===== config.mk =====
export PLATFORM = sky130hd
export DESIGN_NAME = spike_counter_bank
export DESIGN_NICKNAME = d
export VERILOG_FILES = /design/src/rtl/spike_counter_bank.sv
export SDC_FILE = /design/constraint.sdc
export NUM_CORES = 1
export LEC_CHECK = 0
export ABC_AREA = 1
export CORE_MARGIN = 4
export CORE_UTILIZATION = 58
export CTS_CLUSTER_SIZE = 28
export DETAILED_ROUTE_END_ITERATION = 8
export DONT_BUFFER_PORTS = 1
export PLACE_DENSITY = 0.76
export SYNTH_ARGS = -nofsm -noshare
export SYNTH_HDL_FRONTEND = slang
export SYNTH_SLANG_ARGS = --single-unit

===== constraint.sdc =====
create_clock -name clk -period 1.9 [get_ports clk]
set_clock_uncertainty 0.1 [all_clocks]
set_input_delay 0.285 -clock clk [delete_from_list [all_inputs] [get_ports clk]]
set_output_delay 0.285 -clock clk [all_outputs]
set_load 0.02 [all_outputs]

===== src/rtl/spike_counter_bank.sv =====
// spike_counter_bank
//   Counts rising edges on NCH spike lines in parallel. On each simulation
//   tick the per-channel counts are latched into snapshot registers. The
//   snapshots are served through a registered read port.
//
// Ports
//   clk        sole clock
//   reset      asynchronous, active-low; clears all state
//   en         count enable; ticks still snapshot while low
//   mode       0 = windowed (live cleared at tick), 1 = cumulative
//   tick       one-cycle end-of-step strobe
//   clear      synchronous clear of live counters, snapshots and ovf
//   spike_in   raw spike levels, one per channel
//   rd_sel     snapshot channel to read (>= NCH reads 0)
//   rd_data    registered snapshot of channel rd_sel
//   snap_valid one-cycle pulse: new snapshots visible
//   ovf        sticky per-channel overflow flags

// Per-channel edge detector, live counter and snapshot register.
module spike_counter_lane #(
    parameter int CNT_W = 32,
    parameter bit SAT   = 1'b1
) (
    input  logic             clk,
    input  logic             reset,
    input  logic             en,
    input  logic             mode,
    input  logic             tick,
    input  logic             clear,
    input  logic             spike,
    output logic [CNT_W-1:0] snap,
    output logic             ovf
);
    logic             spike_prev;
    logic [CNT_W-1:0] live;
    logic             spk_edge;
    logic             ovf_hit;
    logic [CNT_W-1:0] sum;

    // sum serves both the live update and the snapshot, so a spike landing
    // on the tick cycle is counted exactly once (into the closing window).
    always_comb begin
        spk_edge = spike & ~spike_prev & en;
        ovf_hit  = spk_edge & (&live);
        if (ovf_hit)
            sum = SAT ? live : '0;
        else
            sum = live + CNT_W'(spk_edge);
    end

    always_ff @(posedge clk or negedge reset) begin
        if (!reset) begin
            spike_prev <= 1'b0;
            live       <= '0;
            snap       <= '0;
            ovf        <= 1'b0;
        end else begin
            spike_prev <= spike;
            if (clear) begin
                live <= '0;
                snap <= '0;
                ovf  <= 1'b0;
            end else begin
                if (tick && !mode)
                    live <= '0;
                else
                    live <= sum;
                if (tick)
                    snap <= sum;
                // Snapshot sum overflows under the same condition as live.
                if (ovf_hit)
                    ovf <= 1'b1;
            end
        end
    end
endmodule

module spike_counter_bank #(
    parameter int NCH   = 8,
    parameter int CNT_W = 32,
    parameter int SAT   = 1,
    parameter int SEL_W = (NCH > 1) ? $clog2(NCH) : 1
) (
    input  logic             clk,
    input  logic             reset,
    input  logic             en,
    input  logic             mode,
    input  logic             tick,
    input  logic             clear,
    input  logic [NCH-1:0]   spike_in,
    input  logic [SEL_W-1:0] rd_sel,
    output logic [CNT_W-1:0] rd_data,
    output logic             snap_valid,
    output logic [NCH-1:0]   ovf
);
    logic [NCH-1:0][CNT_W-1:0] snap;
    logic [CNT_W-1:0]          rd_mux;

    for (genvar g = 0; g < NCH; g++) begin : g_lane
        spike_counter_lane #(
            .CNT_W (CNT_W),
            .SAT   (SAT != 0)
        ) u_lane (
            .clk   (clk),
            .reset (reset),
            .en    (en),
            .mode  (mode),
            .tick  (tick),
            .clear (clear),
            .spike (spike_in[g]),
            .snap  (snap[g]),
            .ovf   (ovf[g])
        );
    end

    // Decoded mux: selects that match no channel fall through to 0.
    always_comb begin
        rd_mux = '0;
        for (int i = 0; i < NCH; i++)
            if (rd_sel == SEL_W'(i))
                rd_mux = snap[i];
    end

    always_ff @(posedge clk or negedge reset) begin
        if (!reset) begin
            rd_data    <= '0;
            snap_valid <= 1'b0;
        end else begin
            rd_data    <= rd_mux;
            // clear wins over a coincident tick, so no pulse then.
            snap_valid <= tick & ~clear;
        end
    end
endmodule


[Word-level counts from Yosys, hierarchy flattened]
Cells that the tools add are included.
Storage, ports and cells
  register bits after elaboration: 561
  bits of input ports: 17
  output and inout port bits: 41
  logic and storage cells: 167
Cells by class
  add/sub/neg operators: 8
  equality and inequality tests: 7
  muxes and demuxes: 64
  bitwise operators: 34
  reductions and logical operators: 20
Operator list (number)
  $mux W32: 48
  $add A32 B1 Y32: 8
  $reduce_and A32 Y1: 8
  $and A1 B1 Y1: 25
  $reduce_bool A2 Y1: 9
  $mux W1: 16
  $eq A3 B3 Y1 const B: 4
  $not A1 Y1: 9
  $eq A3 B2 Y1 const B: 2
  $eq A3 B1 Y1 const B: 1
  $logic_not A3 Y1: 1
  $logic_and A1 B1 Y1: 1
  $logic_not A1 Y1: 1

[Logic depth before layout (Yosys ltp)]
Gate-level depths: netlist of run 1.
  depth after elaboration: 9
  mapped depth: 14
  depth with buffers taken out: 13

[By module]
Synthesis of run 1 repeated with hierarchy kept, for this count alone.
Unflattened totals
  cells, all modules: 4702
  area, all modules: 33637.3 µm²
By module, submodules not included
  spike_counter_lane (g_lane[0].u_lane ...): instances 6, cells each 528, area each 3833.7 µm²
  spike_counter_lane (g_lane[6].u_lane ...): instances 2, cells each 529, area each 3817.4 µm²
  spike_counter_bank: instances 1, cells each 476, area each 3000.4 µm²

[Worst setup path before layout of run 1]
OpenSTA, ideal clock, no wires.
  kind: in2reg
  start point: input en
  end point: register g_lane[7].u_lane.snap[31]
  setup time: 0.118 ns
  arrival: 1.795 ns
  path slack: -0.113 ns
  cell stages on the path: 13
  buffers on the path: 1
  cell sequence: buf_2 nand2_1 nor2_1 ha_1 nand2_1 nor2_2 nand2_1 nor2_2 nand3_1 nand2_1 nand2_1 nand3_1 nand2_1
On the way
  word-level cells in the longest chain between the ends: 5
  elaborated cells on any way between the ends: 6
  those cells by class: add/sub: 1; mux: 3; bitwise: 2
RTL lines
  start: declaration: RTL line 86  | input logic en,
  $and A1 B1 Y1 (*): RTL line 43  | spk_edge = spike & ~spike_prev & en;
  $add A32 B1 Y32 / $and A1 B1 Y1 (equally long branches): RTL line 48, 44
  $mux W32 (*): RTL line 45  | if (ovf_hit)
  $mux W32 (*): RTL line 68  | if (tick)
  $mux W32 (*): RTL line 59  | if (clear) begin
  end signal: assignment: RTL line 69  | snap <= sum;
  end: declaration: RTL line 31  | output logic [CNT_W-1:0] snap,
Mark *: on every way between the ends. The rest lies on a longest branch, timed or not. The select of a mux whose other input is x is not followed.
A chain may end at the register's enable or synchronous reset.

[Worst setup path after layout of run 1]
  start point: register g_lane[4].u_lane.spike_prev
  end point: register g_lane[4].u_lane.snap[23]
On the way
  word-level cells in the longest chain between the ends: 7
  elaborated cells on any way between the ends: 8
  those cells by class: add/sub: 1; mux: 3; bitwise: 4
RTL lines
  start: declaration: RTL line 34  | logic spike_prev;
  start signal: assignment: RTL line 58  | spike_prev <= spike;
  $not A1 Y1 (*): RTL line 43
  $and A1 B1 Y1 (*) (2 in a row): RTL line 43
  $add A32 B1 Y32 / $and A1 B1 Y1 (equally long branches): RTL line 48, 44
  $mux W32 (*): RTL line 45
  $mux W32 (*): RTL line 68
  $mux W32 (*): RTL line 59
  end signal: assignment: RTL line 69
  end: declaration: RTL line 31
Marks and branches as above.

==> results of run 1 <==
==> power by group <==
group / switching [uW] / internal, uW
registers: 32.6 / 12000
clock network: 5130 / 6670
logic: 564 / 227
total: 5730 / 18900
==> kinds of logic after synthesis <==
kind of cell,after synthesis,synth area share
simple gates,3339,0.439
flops,561,0.455
buf+inv,428,0.0578
compound gates,91,0.0164
xor+xnor,89,0.0253
fa+ha+maj,16,0.00649
==> worst max-delay path by stage <==
stage / end / slack, ns / cells after the start
global placement: g_lane[7].u_lane.snap[7] / -0.05 / 11
global route: g_lane[2].u_lane.live[31] / -0.09 / 12
floorplan: g_lane[3].u_lane.snap[31] / -0.02 / 13
finish: g_lane[4].u_lane.snap[23] / 0.0008 / 10
detailed placement: g_lane[2].u_lane.snap[27] / -0.07 / 11
CTS: g_lane[1].u_lane.snap[31] / 0.002 / 11
==> area by class of cell <==
cell class,count,area (um^2)
Timing Repair Buffer,298,2700
Tap cell,688,861
Fill cell,4478,16100
Multi-Input combinational cell,3535,16100
Clock buffer,81,1730
Inverter,232,887
Sequential cell,561,14000
Clock inverter,27,226
==> sequential cells by signal (all words and copies together) (netlist names) <==
register,cells
g_lane.u_lane.live,256
g_lane.u_lane.snap,256
rd_data,32
g_lane.u_lane.ovf,8
g_lane.u_lane.spike_prev,8
snap_valid,1
==> synthesized netlist by cell type, types with 2 or more instances <==
cell	n	share of area
nand2_1	2069	0.25
xor2_1	27	0.0077
o21bai_1	16	0.0039
nor2_2	38	0.0077
buf_1	23	0.0028
inv_2	8	0.00097
o21ai_2	2	0.00057
nand3b_1	8	0.0019
ha_1	16	0.0065
dfrtp_1	561	0.45
buf_6	8	0.0029
nand2_2	17	0.0034
buf_4	12	0.0029
inv_1	223	0.027
nor3_2	7	0.0023
nand3_1	390	0.063
nor3_1	8	0.0013
or2_2	4	0.00081
nor2_4	9	0.0033
nand4_1	86	0.017
nor2_1	701	0.085
xnor2_1	62	0.018
o21ai_0	24	0.0039
o21ai_1	3	0.00049
a21oi_1	45	0.0073
clkbuf_1	96	0.012
buf_2	57	0.0092
==> stage by stage <==
stage	hold slack (ns)	instance area (um^2)	setup WS, ns
2_1_floorplan	-0.111	30900	-0.0192
3_3_place_gp	-0.0872	33100	-0.0461
3_5_place_dp	-0.0897	33100	-0.0732
4_1_cts	-0.757	35400	0.00177
5_1_grt	-0.772	36500	-0.0933
6_report	-0.754	36500	0.000807
==> what timing repair did <==
action	in CTS	in global routing
pin swaps	6	85
buffers inserted	1	29
hold endpoints to repair	944	800
endpoints found under the setup margin	103	395
resized for setup	34	280
gates cloned	0	1
==> layer usage <==
layer,part of all wire,GRT usage
met3,0.095,0.0814
met1,0.45,0.535
met4,0.034,0.103
met5,0.00017,0
met2,0.42,0.501
==> worst register-to-register path, delay by kind of cell (launching register included) <==
kind          cells  cell delay [ns]
fa+ha+maj         1             0.23
buf+inv           1             0.07
simple gates      8             1.06
flops             1             0.37
==> metrics.cfg, run 1 <==
[sta]
slew_viol_final=385
max_freq_ghz=0.527
hold_viol=744
slew_headroom=-0.700
setup_tns_ns=0
worst_slew_pin_slew_ns=2.55
hold_slack_ns=-0.754
rsz0062_at_grt=yes
period_needed_ns=1.90
period_share=1.00
setup_violations=0

[die]
ioPinCount=58
die_width_um=239
core-area_um2=52700
die_area_um2=57000
start_util=0.586
num_rows=84
die_h_um=239

[power_and_ir_drop]
power_density_nw_per_um2=674
p_total_uw=24600
power.leakage_uw=0.0180
vdd_drop_max_uv=701

[grt]
antenna_found_initial=1
grt_util_all_layers=0.351
grt_pass1_wl_um=157000
first_global_vias=27670
grt_max_degree=562
grt_overflow=0

[worst_setup_path]
r2r_slack_ns=0.0008
r2r_start=g_lane[4].u_lane.spike_prev
cp-start-kind=register
r2r_cells=10
cp_num_buf_inv=1
crit_type=register to register
arrival_ns=2.37
slowest_stage=dfrtp_1
crit_required_ns=2.37
startpoint=g_lane[4].u_lane.spike_prev
end_kind=register
crit_family=simple AND/OR/NAND/NOR gates
critPathMaxStageDelay_ns=0.37
path_cells=nor2_2 > ha_2 > nand2_4 > nor2_4 > nand2_4 > inv_2 > nand2_2 > nand2_2 > nand4_1 > nand2_1
reg2reg_to=g_lane[4].u_lane.snap[23]
cp_max_fo=4

[clock_tree]
clockRootBuffer=clkbuf_16
htreeDepth=2
cts-hold-fix-buffers=18
clock_path_buffers=3
cts.sinks=561
clk_pin_slew_worst_paths_ns=0.06
numCtsBuffers=61
clk_latency_ns=0.64
cts_tree=yes

[layout]
nNetsFinal=4722
fin_cells=5422
n_antenna_cell=0
drive_above_1_share=0.147
finish.utilization=0.693
final_common_cell=nand2_1
layout_common_cells=1998 x nand2_1, 618 x nor2_1, 553 x dfrtp_1, 365 x nand3_1, 239 x buf_4
area_growth_syn_to_layout_pct=18.3

[synth]
synthesis.nets=4557
synth_sequential_area_ratio=0.455
avgSynthCellArea_um2=6.82
synth_ff_type=dfrtp_1
synthesis.area_um2=30900
ys_seq_elements=561
async_reset_ff_frac=1.00
post_synth_num_cell_types=31
synthCells=4524
synth_warnings=0
synth_edf_count=0

[run_status]
violations=negative hold slack, max-slew violations
status=finished, violations left

[routing]
ant_nets=0
drt-total-wl_um=102000
drc=0
drtIter0Drc=3580
firstDrtPassIters=9
vias=29960
avgRoutedWirePerCell_um=18.8
viasPerCell=5.53

[worst_hold_path]
hp-class=input port to asynchronous set/reset pin

[place]
port_buffers=0
hpwlAfterDp_um=72300
place.gp.congestion=0.996
dp_cells=5267

[run]
maxCapViolCount=0

Note: power is estimated with default switching activity, not from simulation.
==> run 2, diff against run 1 <==
--- a/config.mk
+++ b/config.mk
@@ -7,11 +7,10 @@
 export LEC_CHECK = 0
 export ABC_AREA = 1
 export CORE_MARGIN = 4
-export CORE_UTILIZATION = 58
+export CORE_UTILIZATION = 38
 export CTS_CLUSTER_SIZE = 28
 export DETAILED_ROUTE_END_ITERATION = 8
 export DONT_BUFFER_PORTS = 1
-export PLACE_DENSITY = 0.76
 export SYNTH_ARGS = -nofsm -noshare
 export SYNTH_HDL_FRONTEND = slang
 export SYNTH_SLANG_ARGS = --single-unit
==> run 2 against run 1 <==
  * The run still ends with negative hold slack, max-slew violations left
  * Combinational power increased by 2%
  * Global-route usage shrank 11 points
  * Sequential share of layout area down 0.78 points
  * Setup slack better by 0.044 ns
  * Sequential power barely moved
  * Final cell count rose by 7.4%
  * Critical endpoint is now g_lane[2].u_lane.snap[17]
==> metrics.cfg, run 2 (same netlist as run 1, synthesis figures left out) <==
[place]
place_ws_ns=-0.0870  ; -0.0138 ns
place.gp.congestion=0.945  ; -5.1%
port_buffers=0  ; unchanged
hpwlAfterDp_um=76700  ; +6.1%
dpl-instance-area_um2=33800  ; +2.2%

[worst_setup_path]
cp_max_fo=3  ; -1
path_cells=buf_4 > nand2_1 > nor2_1 > nand2_1 > nor2_1 > nand2_1 > nand2_1 > nand2_1 > nand2_1 > nand3_1 > nand2_1
reg2reg_to=g_lane[2].u_lane.snap[17]
cp_num_buf_inv=1  ; unchanged
critPathMaxStageDelay_ns=0.44  ; +0.07 ns
r2r_cells=11  ; +1
crit_type=register to register
slowest_stage=dfrtp_2
end_kind=register
crit_family=simple AND/OR/NAND/NOR gates
r2r_start=g_lane[2].u_lane.live[1]
r2r_slack_ns=0.04  ; +0.04 ns
cp-start-kind=register
crit_required_ns=2.34  ; -0.03 ns
crit_top_cell=nand2_1
arrival_ns=2.30  ; -0.07 ns

[sta]
hold_slack_ns=-0.706  ; +0.0477 ns
worst_slew_pin_slew_ns=1.77  ; -0.784 ns
setup_tns_ns=0  ; unchanged
setup_slack_ns=0.0449  ; +0.0441 ns
period_needed_ns=1.86  ; -0.0441 ns
max_freq_ghz=0.539  ; +2.4%
rsz0062_at_grt=yes
setup_violations=0  ; unchanged
hold_viol=645  ; -13%
slew_headroom=-0.177  ; +0.523
period_share=0.976  ; -0.0232
slew_viol_final=238  ; -38%

[layout]
fillers=8180  ; +83%
drive_above_1_share=0.144  ; -0.00321
area_growth_syn_to_layout_pct=20.8
fin_area_um2=37300  ; +2.1%
finish.utilization=0.463  ; -0.231
seqCellArea_um2=14000  ; about the same
multi_input_area_um2=15900  ; -1.0%
final_common_cell=nand2_1
layout_common_cells=2012 x nand2_1, 635 x nor2_1, 552 x dfrtp_1, 364 x nand3_1, 267 x buf_4
largestRegisters=g_lane.u_lane.live (256), g_lane.u_lane.snap (256), rd_data (32)
nNetsFinal=4748  ; +0.55%
n_antenna_cell=0  ; unchanged

[routing]
drc=0  ; unchanged
viasPerCell=5.07  ; -8.2%
vias=29525  ; -1.5%
firstDrtPassIters=6  ; -3
avgRoutedWirePerCell_um=18.4  ; -2.3%
ant_nets=0  ; unchanged
drt-total-wl_um=107000  ; +4.9%
drtIter0Drc=3010  ; -16%

[power_and_ir_drop]
power_switching_uw=6040  ; +5.4%
vdd_drop_max_uv=521  ; -26%
power_density_nw_per_um2=701  ; +4.1%
pwr-share-clk=0.510  ; +0.030
sw_frac_of_total=0.231  ; -0.00185
combPwrFrac=0.031  ; about the same
internal_power_uw=20100  ; +6.5%
power.leakage_uw=0.0182  ; +1.2%
seqPwrFrac=0.459  ; -0.029

[die]
start_util=0.383  ; -0.203
die_width_um=293  ; +23%
die_area_um2=85800  ; +51%
num_rows=104  ; +24%
ioPinCount=58  ; unchanged
die_h_um=293  ; +23%
core-area_um2=80500  ; +53%

[grt]
antenna_found_initial=2  ; +1
grt_max_degree=562  ; unchanged
first_global_vias=27567  ; -0.37%
grt_overflow=0  ; unchanged
grt_pass1_wl_um=165000  ; +4.7%
grt_util_all_layers=0.245  ; -0.106

[run_status]
status=finished, violations left
violations=negative hold slack, max-slew violations

[clock_tree]
clk_latency_ns=0.61  ; -0.03 ns
htreeDepth=3  ; +1
cts-hold-fix-buffers=14  ; -4
cts_tree=yes
cts.sinks=561  ; unchanged
clockRootBuffer=clkbuf_16
clock_path_buffers=3  ; unchanged
clk_pin_slew_worst_paths_ns=0.06  ; about the same
numCtsBuffers=67  ; +9.8%

[run]
maxCapViolCount=0  ; unchanged

[worst_hold_path]
hp-class=input port to asynchronous set/reset pin

run 2: cell types whose count changed in the layout (fill, tap and decap cells not counted), sizes merged:
cell	change
dlygate4sd3	-4
clkbuf	+14
clkinv	-7
inv	-1
buf	+24
bufinv	+3
run 2: routing by layer:
| layer | vias to the layer above | track usage | wire length, um |
|---|---|---|---|
| met5 | - | 0 | 0 |
| met4 | 0 | 0.0537 | 1910 |
| met3 | 111 | 0.0364 | 7530 |
| met2 | 959 | 0.369 | 46600 |
| met1 | 14023 | 0.372 | 50800 |
| li1 | 14432 | - | - |
run 2: how the worst max path moves through the flow:
stage | slack, ns | cells past startpoint | to | start
after CTS | 0.005 | 11 | g_lane[6].u_lane.snap[31] | g_lane[6].u_lane.spike_prev
final | 0.04 | 11 | g_lane[2].u_lane.snap[17] | g_lane[2].u_lane.live[1]
after detailed placement | -0.09 | 12 | g_lane[2].u_lane.live[30] | g_lane[2].u_lane.spike_prev
after floorplan | -0.02 | 13 | g_lane[3].u_lane.snap[31] | en
after global routing | -0.05 | 11 | g_lane[1].u_lane.snap[31] | g_lane[1].u_lane.spike_prev
after global placement | -0.08 | 11 | g_lane[1].u_lane.snap[14] | g_lane[1].u_lane.spike_prev
run 2: timing repair:
| action | CTS | global route |
|---|---|---|
| endpoints found under the setup margin | 73 | 381 |
| gates resized for setup | 24 | 231 |
| endpoints found under the hold margin | 886 | 796 |
| setup buffers | 2 | 23 |
| pin swaps | 3 | 54 |
| cloned | 0 | 1 |
run 2: cell type report:
type	count	share of cell area
tap	1060	0.0356
timing repair buffer	318	0.0771
clock buffer	95	0.0525
inverter	232	0.0239
multi-input combinational	3535	0.426
sequential	561	0.377
clock inverter	22	0.00772
run 2: metrics by stage:
| stage | total power [uW] | std cells | hold WS [ns] |
|---|---|---|---|
| after CTS | 26300 | 5799 | -0.742 |
| after detailed placement | 13000 | 5666 | -0.0896 |
| after floorplan | 12700 | 4524 | -0.111 |
| final | 26100 | 5823 | -0.706 |
| after global routing | 26900 | 5823 | -0.726 |
| after global placement | 13000 | 5666 | -0.0990 |
run 2: power groups by stage:
stage / sequential, uW / combinational (uW) / clock, uW
finish: 12000 / 806 / 13300
floorplan: 12200 / 494 / 0
CTS: 12000 / 786 / 13500
detailed placement: 12200 / 731 / 0
global placement: 12200 / 732 / 0
global route: 12000 / 861 / 14100
==> patch: new RTL, settings of run 1 <==
The parameter `NCH` goes from 8 to 4.
--- a/src/rtl/spike_counter_bank.sv
+++ b/src/rtl/spike_counter_bank.sv
@@ -76,7 +76,7 @@
 endmodule
 
 module spike_counter_bank #(
-    parameter int NCH   = 8,
+    parameter int NCH   = 4,
     parameter int CNT_W = 32,
     parameter int SAT   = 1,
     parameter int SEL_W = (NCH > 1) ? $clog2(NCH) : 1
Interface: changed (resized ovf, rd_sel and spike_in); port bits go from 58 to 49. The function was not compared with the original's and may differ.
==> patch against run 1 <==
- the run ends with hold timing left
- sequential power down 47%
- wire length down 49%
- final area fell by 47%
- sequential share of layout area is 0.093 points lower
- power shrank 43%
- final cell count decreased by 49%
- largest cell class unchanged
- synthesized cell count fell by 50%
- worst setup slack improved by 0.014 ns
- global-route usage is 1.1 points lower
- sequential cell count down 264
- synthesized area down 48%
==> patch: results (changes against run 1) <==
* DP HPWL at 36,000 um (-50%)
* Post-route non-filler standard cell count at 2,783 (-49%)
* Synthesized Nets at 2,283 (-50%)
* Routability Congestion at 1.01 (+1.9%)
* Setup crit start: g_lane[3].u_lane.spike_prev$_DFF_PN0_
* Synth cell count leaders: nand2_1 (826), nor2_1 (436), dfrtp_1 (297), nand3_1 (187), inv_1 (122)
* DRT Pass-1 Iters at 6 (-3)
* Non-clock buffer area fraction after layout at 0.0747 (+0.000866)
* Multi-input gates at 1,752 (-50%)
* DRT iter0 DRCs at 1,813 (-49%)
* Filler cells at 2,245 (-50%)
* Total CTS buffers at 34 (-44%)
* Syn Inst Count at 2,263 (-50%)
* Placed instance area at 17,300 um2 (-48%)
* Final Hold Fails at 450 (-40%)
* Worst Max-Slew Pin Slew at 0.870 ns (-1.68 ns)
* Total GRT Usage at 0.339 (-0.0113)
* Number of buffers inserted by hold repair at cts at 7 (-11)
* Wire length of the first global-routing pass at 82,200 um (-48%)
* Largest net degree at the start of global routing at 298 (-47%)
* Netlist cell types at 35 (+13%)
* Layout cells sized above 1 at 0.175 (+0.0280)
* Critical path peak fanout at 6 (+2)
* Failing checks: hold timing
* Layout net count at 2,409 (-49%)
* Status: complete, but fails checks
* Ranking of synthesized cells by area: dfrtp_1 (46%), nand2_1 (19%), nor2_1 (10%), nand3_1 (5.8%), inv_1 (2.9%)
* Sequential fraction of total cell area at 0.384 (-0.000926)
* Max VDD drop at 0.000671 V (-4.3%)
* Clock Latency Late Sink at 0.52 ns (-0.12 ns)
* Largest regs: g_lane.u_lane.live x128, g_lane.u_lane.snap x128, rd_data x32
* Detailed Route WL at 52,000 um (-49%)
* Yosys reg bits at 297 (-47%)
* Clkbuf count at 47 (-42%)
* Pleak at 8.86 nW (-51%)
* HP Class: input port to async pin
* Inverters at 125 (-46%)
* Switching part of the total at 0.212 (-0.0212)
* Area occupied by multi-input gates at 8310 um2 (-48%)
* Via count at 15,800 (-47%)
* Vias in the first global route at 15,200 (-45%)
* Hold WS at -0.635 ns (+0.119 ns)
* Placed Cells at 2,694 (-49%)
* Taps Inserted at 372 (-46%)
## patch: metal layers
metal,global-route usage,vias to the layer above,wire (um)
met3,0.0611,161,4530
met5,0,-,0
met2,0.525,766,23800
li1,-,7407,-
met1,0.469,7514,21000
met4,0.154,0,2670
## patch: repair_timing
action | CTS | global route
setup buffers | 5 | 19
pin swaps | 7 | 37
endpoints found under the hold margin | 506 | 478
endpoints found under the setup margin | 90 | 213
resized for setup | 28 | 133
## patch: cells by family after synthesis
kind of cell / count (synthesis) / synth area share
AND/OR/NAND/NOR: 1592 / 0.416
flip-flops: 297 / 0.463
buffers and inverters: 214 / 0.0547
AO/OA/AOI/OAI: 115 / 0.0402
XOR/XNOR: 37 / 0.0202
adder cells (fa/ha/maj): 8 / 0.00624
## patch: per-stage QoR
stage               utilization  hold slack (ns)  total power [mW]  setup WS, ns
detailed placement        0.639          -0.0998              6.82        -0.137
global placement          0.639           -0.102              6.81        -0.111
CTS                       0.692           -0.643              14.0       -0.0438
finish                    0.715           -0.635              14.0        0.0150
floorplan                     -           -0.111              6.76        0.0259
global route              0.715           -0.650              14.4       -0.0754
## patch: power by group through the flow
stage	Clock, mW	Sequential, mW	Combinational (mW)
6_report	7.28	6.39	0.352
5_1_grt	7.60	6.39	0.375
4_1_cts	7.32	6.39	0.336
3_5_place_dp	0	6.50	0.314
3_3_place_gp	0	6.50	0.312
2_1_floorplan	0	6.50	0.257
## patch: critical path, stage by stage (launching register included)
cell,delay (ns)
dfrtp_1,0.39
nor2_4,0.11
ha_2,0.21
nand2_4,0.08
nor2_4,0.19
nand2_4,0.12
nor2_4,0.13
nand2_1,0.10
a21oi_2,0.16
nand3_1,0.13
nand2_1,0.10
